File: src/rtl/sr_ff_sequencer.sv
// Drives registered S/R excitation for a bank of external SR flip-flops so it
// behaves as D, T or JK, with a forced-hold settle window after each mode change.
module sr_ff_sequencer #(
  parameter int W      = 1,
  parameter int SETTLE = 1
) (
  input  logic         clk,
  input  logic         rst,
  input  logic         cfg_valid,
  input  logic [1:0]   cfg_mode,
  output logic         cfg_ready,
  input  logic         en,
  input  logic [W-1:0] d,
  input  logic [W-1:0] j,
  input  logic [W-1:0] k,
  input  logic [W-1:0] q_fb,
  output logic [W-1:0] s,
  output logic [W-1:0] r,
  output logic [1:0]   mode,
  output logic         busy,
  output logic         err
);

  localparam logic [1:0] ST_IDLE   = 2'd0;
  localparam logic [1:0] ST_SWITCH = 2'd1;
  localparam logic [1:0] ST_RUN    = 2'd2;

  localparam logic [1:0] MODE_D    = 2'b00;
  localparam logic [1:0] MODE_T    = 2'b01;
  localparam logic [1:0] MODE_JK   = 2'b10;
  localparam logic [1:0] MODE_RSVD = 2'b11;

  localparam logic [3:0] SETTLE_LAST = 4'(SETTLE - 1);

  logic [1:0]   state;
  logic [3:0]   cnt;
  logic         accept;
  logic         legal;
  logic [W-1:0] s_next;
  logic [W-1:0] r_next;

  assign cfg_ready = (state == ST_IDLE) || (state == ST_RUN);
  assign accept    = cfg_valid & cfg_ready;
  assign legal     = (cfg_mode != MODE_RSVD);
  assign busy      = (state == ST_SWITCH);

  // Only the inputs of the active mode are selected, so unused ones cannot leak into s/r.
  always_comb begin
    s_next = '0;
    r_next = '0;
    if (state == ST_RUN && !(accept && legal) && en) begin
      case (mode)
        MODE_D: begin
          s_next = d;
          r_next = ~d;
        end
        MODE_T: begin
          s_next = d & ~q_fb;
          r_next = d & q_fb;
        end
        MODE_JK: begin
          s_next = j & ~q_fb;
          r_next = k & q_fb;
        end
        default: begin
          s_next = '0;
          r_next = '0;
        end
      endcase
    end
  end

  always_ff @(posedge clk or posedge rst) begin
    if (rst) begin
      state <= ST_IDLE;
      mode  <= MODE_D;
      cnt   <= '0;
      s     <= '0;
      r     <= '0;
      err   <= 1'b0;
    end else begin
      s   <= s_next;
      r   <= r_next;
      err <= accept & ~legal;
      case (state)
        ST_IDLE, ST_RUN: begin
          if (accept && legal) begin
            state <= ST_SWITCH;
            mode  <= cfg_mode;
            cnt   <= SETTLE_LAST;
          end
        end
        ST_SWITCH: begin
          if (cnt == '0) state <= ST_RUN;
          else           cnt   <= cnt - 4'd1;
        end
        default: state <= ST_IDLE;
      endcase
    end
  end

endmodule

File: config.mk
export PLATFORM = sky130hd
export DESIGN_NAME = sr_ff_sequencer
export DESIGN_NICKNAME = d
export VERILOG_FILES = /design/src/rtl/sr_ff_sequencer.sv
export SDC_FILE = /design/constraint.sdc
export NUM_CORES = 1
export LEC_CHECK = 0
export CORE_AREA = 2 2 39 41
export DETAILED_ROUTE_END_ITERATION = 16
export DIE_AREA = 0 0 41 43
export PLACE_DENSITY = 0.79
export SKIP_LAST_GASP = 1
export SYNTH_ARGS = -nofsm -noshare
export SYNTH_HDL_FRONTEND = slang
export SYNTH_SLANG_ARGS = --single-unit
export TNS_END_PERCENT = 30
File: constraint.sdc
create_clock -name clk -period 2.9 [get_ports clk]
set_input_delay 0.29 -clock clk [delete_from_list [all_inputs] [get_ports clk]]
set_output_delay 0.29 -clock clk [all_outputs]
set_load 0.02 [all_outputs]
==> After elaboration in Yosys (flattened, before gate mapping) <==
Cells that the tools add are included.
{ "totals": {"regBits": 11, "latch_bits": 0, "mem_bits_rw": 0, "rom_bits": 0, "input_bits": 10, "out_inout_bits": 7, "elab_cells": 47, "n_memories": 0} }
{ "op_classes": {"addsub": 1, "multipliers": 0, "div": 0, "n_lt_le_gt_ge": 0, "n_eq_ne": 8, "shift": 0, "mux": 10, "n_bitwise": 9, "n_reduce_logical": 13} }
{ "op_table": {"columns": ["cell", "n"], "rows": [
  ["two-way mux 4 bit", 2],
  ["case mux 4 bit (2 select lines)", 1],
  ["AND 1 bit", 6],
  ["inequality test 2 bit, second input constant", 3],
  ["case mux 1 bit (3 select lines)", 2],
  ["equality test 2 x 1 -> 1 bit, second input constant", 2],
  ["equality test 2 bit, second input constant", 2],
  ["zero test 2 bit", 2],
  ["zero test 4 bit", 1],
  ["two-way mux 2 bit", 2],
  ["case mux 2 bit (2 select lines)", 1],
  ["AND reduction 2 bit", 2],
  ["subtractor 4 x 1 -> 4 bit, second input constant", 1],
  ["logical AND 1 bit", 3],
  ["inverter 1 bit", 3],
  ["AND reduction 3 bit", 1],
  ["two-way mux 1 bit", 2],
  ["inequality test 2 x 1 -> 1 bit, second input constant", 1],
  ["nonzero test 2 bit", 1],
  ["OR reduction 2 bit", 1],
  ["zero test 1 bit", 1],
  ["logical OR 1 bit", 1]
]} }

==> Depth between registers and ports, before layout <==
Gate-level depths: netlist (run 1).
{ "depth": {"word_depth": 8, "ltp_mapped": 5, "depth_no_buf": 5} }

==> Worst setup path after synthesis (run 1) <==
Ideal clock, no wire load.
{ "synth_timing": {"path_type": "register -> register", "startpoint": "register mode[0]", "endpoint": "register s", "setup_time_ns": 0.121, "arrival_ns": 1.427, "t_required_ns": 2.779, "setup_slack_ns": 1.352, "path_stages_with_launch": 6, "n_path_buf": 0, "period_less_slack_ns": 1.548, "path_cell_list": "dfrtp_1 > inv_1 > ha_1 > and4b_1 > a211oi_1 > and4bb_1"} }
{ "synth_between": {"elab_chain_cells": 3, "elab_cells_between_ends": 5, "classes_between": "eq/ne: 2; mux: 2; reduce/logical: 1"} }
{ "synth_lines": {"columns": ["element", "line_no", "rtl"], "rows": [
  ["from (decl)", "19", "output logic [1:0] mode,"],
  ["from (signal assigned)", "89", "mode <= cfg_mode;"],
  ["equality test 2 bit (tied with other cells)", "52", "case (mode)"],
  ["case mux 1 bit (3 select lines) (*)", "52", null],
  ["two-way mux 1 bit (*)", "51", "if (state == ST_RUN && !(accept && legal) && en) begin"],
  ["via s_next", "39", "logic [W-1:0] s_next;"],
  ["to (signal assigned)", "82", "s <= s_next;"],
  ["to (decl)", "17", "output logic [W-1:0] s,"]
]} }
The timed path passes the listed nets; every way through them passes the cells marked *.
A chain may end at the register's enable or synchronous reset.

==> Worst setup path in the final report (run 1) <==
{ "layout_timing": {"startpoint": "register state[1]", "endpoint": "output busy"} }
{ "layout_between": {"elab_chain_cells": 1} }
{ "layout_lines": {"columns": ["element", "line_no", "rtl"], "rows": [
  ["from (decl)", "35", "logic [1:0] state;"],
  ["from (signal assigned)", "75", "state <= ST_IDLE;"],
  ["from (signal assigned)", "88", "state <= ST_SWITCH;"],
  ["from (signal assigned)", "94", "if (cnt == '0) state <= ST_RUN;"],
  ["equality test 2 x 1 -> 1 bit", "45", "assign busy = (state == ST_SWITCH);"],
  ["to (decl)", "20", "output logic busy,"]
]} }
No other way between the ends.

==> results of run 1 <==
-- path summary, 6_finish.rpt --
| kind | cells past startpoint | from | end | slack (ns) |
|---|---|---|---|---|
| hold / removal | 2 | rst | state[1] | 0.32 |
| hold reg to reg | 1 | cnt[0] | cnt[0] | 0.54 |
| min in group clk | 1 | cnt[0] | cnt[0] | 0.54 |
| setup reg to reg | 5 | mode[0] | s | 1.36 |
| setup / recovery | 3 | state[1] | busy | 1.0 |
| max in group asynchronous | 2 | rst | mode[1] | 2.29 |
-- power breakdown --
| group | switching [mW] | total [mW] | internal, mW |
|---|---|---|---|
| Clock | 0.0468 | 0.0998 | 0.0530 |
| Sequential | 0.0505 | 0.253 | 0.202 |
| Combinational | 0.182 | 0.362 | 0.180 |
-- logic make-up (layout without fill, tap and decap cells) --
| kind of cell | after synthesis | after routing |
|---|---|---|
| simple gates | 18 | 18 |
| fa+ha+maj | 4 | 4 |
| compound gates | 13 | 13 |
| mux | 2 | 2 |
| buf+inv | 10 | 29 |
| flops | 11 | 11 |
-- state kept, by name, summed over array words and instances (netlist names) --
register / cells
state: 2
s: 1
mode: 2
r: 1
err: 1
cnt: 4
-- routing by layer --
metal / wire (µm) / up-vias
met2: 535 / 11
met5: 0 / -
met4: 6 / 0
met1: 490 / 253
li1: - / 244
met3: 57 / 2
-- final cells by class --
class | instances | share of cell area
clock buffers | 4 | 0.0328
inverters | 9 | 0.0421
multi-input cells | 37 | 0.357
flip-flops and latches | 11 | 0.343
well taps | 16 | 0.0250
repair buffers | 16 | 0.200
-- per-stage QoR --
stage / utilization / std cells / setup slack [ns] / hold WS (ns) / cell area, µm²
3_5_place_dp: 0.561 / 89 / 1.28 / 0.540 / 776
5_1_grt: 0.580 / 93 / 0.905 / 0.370 / 802
6_report: 0.580 / 93 / 0.996 / 0.321 / 802
4_1_cts: 0.580 / 93 / 0.989 / 0.339 / 802
2_1_floorplan: - / 58 / 1.35 / 0.142 / 601
3_3_place_gp: 0.561 / 89 / 1.33 / 0.530 / 776
-- cells in the final DEF, fill, tap and decap left out, types with 2 or more instances in the layout --
cell type        count
ha_1                 4
o22ai_1              2
nor2_1               4
dfrtp_1             11
clkdlybuf4s50_1     16
and4b_1              2
inv_1                9
mux2i_1              2
a21oi_1              2
o21ai_0              2
o22a_1               2
nand2b_1             3
clkbuf_4             3
==> metrics, run 1 <==
status=finished, final reports clean; maxcap violations=0; met1 global-route usage=0.183; final setup TNS=0 ns; CTS tree=built; PwrDens=890 nW/µm²; post-synth top area share=0.458; mux cell area share after synthesis=0.0333; Post-Syn Instances=58; total CTS buffers=3; CTS Hold Buffers Added=0; initial antenna violation count=0; first-pass GRT wire length=1820 µm; post-synthesis adder-cell area fraction=0.0833; Wirelength per Cell=11.7 µm; clock latency on the worst-skew pair=0.26 ns; Yosys warning total=0; clk root buf=clkbuf_4; GRT overflow=0; post-cts gate resize count=0; Least-Margin Pin Slew=0.412 ns; Die ar.=1760 µm²; row count=14; net count after synthesis=72; Post-Route Skew=0.00374 ns; sequential element share of the synthesized area=0.458; Multi-input gate area=287 µm²; fin. max-slew vios=0; Total Power=0.714 mW; syn_area_per_cell=10.4 µm²; Primary FF master, synth=dfrtp_1; number of buffers and inverters on the critical path=2; crit-path max FO=5; cell family with most CP delay=buffers and inverters; Clock Path Buffers=2; Setup Crit Path Kind=reg -> out; fraction of registers with async set/reset=1.00; Initial Utilization=0.434; busiest layer in global routing=met2; Sequential cell area=275 µm²; DR DRC count=0; crit-path cells=nand2b_1 -> inv_1 -> clkdlybuf4s50_1; GRT Util Overall=0.152; Rel. slew slack=0.725; Placer Congestion=0.727; antenna cells=0; io pins=17; Die W=41 µm; Total Wirelength=1090 µm; synth-to-layout area growth=33.5%; PortBufs=16; Final nets=92; layout cells sized above 1=0.0519; Commonest cells post-synth=11 x dfrtp_1, 9 x inv_1, 4 x ha_1, 4 x nor2_1, 3 x nand2b_1; Fmax=0.525 GHz; #FFs+latches synth=11; IR Drop Worst-Case VDD=0.000429 V; final worst-path cycle share=0.657; slowest stage delay, CP=0.62 ns; Clock transition at path regs=0.07 ns; FILL cells=132; Setup Buffers After CTS=0; Antenna Nets Post-Route=0; core area=1380 µm²; Synth Area in Compound Gates=0.154; Post-synth EDFFs=0; vias post-DR=510; largest cells by area after synthesis=dfrtp_1 46%, ha_1 8.3%, inv_1 5.6%; count leader, synth=dfrtp_1; vias in the first global route=475; # setup viols final=0; Fin. Hold Viols=0; Worst Hold Class=in -> async; critical path endpoint category=output port; post-DR vias/cell=5.48; Worst setup SP type=register; post-detail-place hpwl=876 µm; met2 Usage GRT=0.247; RSZ-0062 raised after global routing=no; 1st-pass router iterations=4; post-synth top area cell=dfrtp_1; Worst EP required=2.61 ns; largest family of logic cells by synthesized area=simple AND/OR/NAND/NOR gates; DIE HEIGHT=43 µm; post-synthesis cell type count=26; grt met3 use=0.0366; H-tree levels=1; simple-gate share of the synthesized area=0.206; Worst EP arrival=1.61 ns; Starting DRT DRC Count=7; Static Leak=0.394 nW; clock sink count=11; xor/xnor share of the synthesized area=0; Final min period=1.90 ns; Post-Syn Area=601 µm²; largest net degree at the start of global routing=12; critical path's slowest cell=clkdlybuf4s50_1
No activity file was read; power rests on OpenSTA's default activity.
==> inputs of run 2 (changes only) <==
--- a/config.mk
+++ b/config.mk
@@ -5,10 +5,9 @@
 export SDC_FILE = /design/constraint.sdc
 export NUM_CORES = 1
 export LEC_CHECK = 0
-export CORE_AREA = 2 2 39 41
+export CORE_UTILIZATION = 40
 export DETAILED_ROUTE_END_ITERATION = 16
-export DIE_AREA = 0 0 41 43
-export PLACE_DENSITY = 0.79
+export PLACE_DENSITY = 0.75
 export SKIP_LAST_GASP = 1
 export SYNTH_ARGS = -nofsm -noshare
 export SYNTH_HDL_FRONTEND = slang
==> constraint.sdc (replaced) <==
create_clock -name clk -period 1.75 [get_ports clk]
set_input_delay 0.175 -clock clk [delete_from_list [all_inputs] [get_ports clk]]
set_output_delay 0.175 -clock clk [all_outputs]
set_load 0.02 [all_outputs]
==> run 2 against run 1 <==
Sequential power grew 64%. Register-to-register slack lost 1.1 ns. Critical endpoint unchanged. Combinational power grew 64%. Worst hold slack lost 0.12 ns. Clock power grew 65%. Largest cell class unchanged. Design area shrank 0.31%. Power grew 64%. Critical path depth is the same. Die area shrank 5.8%.
==> metrics, run 2 (synthesized netlist as in run 1, its figures left out) <==
status=finished, final reports clean; Placer Congestion=0.729; FILL cells=118; clock sink count=11; Starting DRT DRC Count=3; DR DRC count=0; maxcap violations=0; layout cells sized above 1=0.0519; io pins=17; vias post-DR=492; H-tree levels=1; vias in the first global route=417; first-pass GRT wire length=1710 µm; Fmax=0.647 GHz; initial antenna violation count=0; row count=13; # setup viols final=0; synth-to-layout area growth=33.1%; GRT overflow=0; total CTS buffers=3; fin. max-slew vios=0; critical path endpoint category=output port; clk root buf=clkbuf_4; max reg flops=4; Static Leak=0.396 nW; crit-path max FO=5; Fin. Hold Viols=0; Least-Margin Pin Slew=0.404 ns; final worst-path cycle share=0.884; Clock transition at path regs=0.06 ns; Setup Buffers After CTS=0; final setup TNS=0 ns; 1st-pass router iterations=2; Placement Cell Area=774 µm²; RSZ-0062 raised after global routing=no; Rel. slew slack=0.730; PortBufs=16; GRT Util Overall=0.170; Antenna Nets Post-Route=0; Wirelength per Cell=12.1 µm; clock latency on the worst-skew pair=0.27 ns; Worst Hold Class=in -> async; top flop regs=cnt (4), mode (2), state (2); post-route cell area=800 µm²; Final min period=1.55 ns; IR Drop Worst-Case VDD=0.000784 V; DIE HEIGHT=40.8 µm; Worst EP arrival=1.37 ns; most frequent cells in the layout=15 x clkdlybuf4s50_1, 11 x dfrtp_1, 9 x inv_1; PwrDens=1470 nW/µm²; Total Power=1.17 mW; antenna cells=0; CTS tree=built; Worst setup SP type=register; Total Wirelength=1110 µm; Clock Path Buffers=2; Final nets=92; Post-Route Skew=0.00570 ns; Die W=40.8 µm; Die ar.=1660 µm²; core area=1350 µm²; largest net degree at the start of global routing=12; largest register by flop count=cnt; Initial Utilization=0.445; Worst EP required=1.57 ns; post-detail-place hpwl=881 µm; Setup Crit Path Kind=reg -> out; post-DR vias/cell=5.35; most common cell after layout, fill and taps aside=clkdlybuf4s50_1
==> run 2: final cells by class <==
cell class              count  area [µm²]  area share
well taps                  15        18.8      0.0235
inverters                   9        33.8      0.0423
multi-input cells          37         287       0.358
clock buffers               4        26.3      0.0329
repair buffers             16         159       0.199
flip-flops and latches     11         275       0.344
==> run 2: worst paths after layout <==
check                          start  slack (ns)     end  depth (start not counted)
setup / recovery            state[1]        0.20    busy                          3
hold / removal                   rst        0.20     err                          2
setup reg to reg             mode[0]        0.25       s                          5
hold reg to reg               cnt[0]        0.54  cnt[0]                          1
max in group asynchronous        rst        1.26  cnt[3]                          2
min in group clk           cfg_valid        0.53     err                          2
==> run 2: where the power goes <==
part           internal [mW]  total (mW)  switching, mW
registers              0.335       0.415         0.0798
clock network         0.0881       0.165         0.0773
logic                  0.290       0.592          0.303
total                  0.713        1.17          0.460
==> run 2: what timing repair did <==
item	in CTS	in global routing
resized for setup	1	0
hold buffers	0	0
endpoints found under the hold margin	0	0
setup endpoints to repair	1	0
==> run 2: through the flow <==
step                      setup WS (ns)  cells  hold WS [ns]   util
after floorplan                   0.202     58        0.0274      -
after global placement            0.230     88         0.488  0.574
after detailed placement          0.235     88         0.509  0.574
after CTS                         0.204     92         0.216  0.592
after global routing              0.114     92         0.242  0.592
final                             0.203     92         0.197  0.592
==> run 2: critical path, cell delays in order (launching register included) <==
cell and delay (ns):
dfrtp_1 0.38, nand2b_1 0.21, inv_1 0.16, dlygate4sd2_1 0.35
==> run 2: layer usage <==
metal	vias up	routed length [µm]	track usage	part of all wire
li1	244	-	-	-
met1	233	525	0.204	0.47
met2	10	497	0.234	0.45
met3	5	62	0.0978	0.056
met4	0	27	0.100	0.024
met5	-	0	0	0
==> inputs of run 3 (changes only) <==
--- a/config.mk
+++ b/config.mk
@@ -5,10 +5,12 @@
 export SDC_FILE = /design/constraint.sdc
 export NUM_CORES = 1
 export LEC_CHECK = 0
+export CAP_MARGIN = 20
 export CORE_UTILIZATION = 40
 export DETAILED_ROUTE_END_ITERATION = 16
 export PLACE_DENSITY = 0.75
 export SKIP_LAST_GASP = 1
+export SLEW_MARGIN = 20
 export SYNTH_ARGS = -nofsm -noshare
 export SYNTH_HDL_FRONTEND = slang
 export SYNTH_SLANG_ARGS = --single-unit
==> results of run 3 <==
No change in the layout: final DEF, timing and power equal those of run 2.
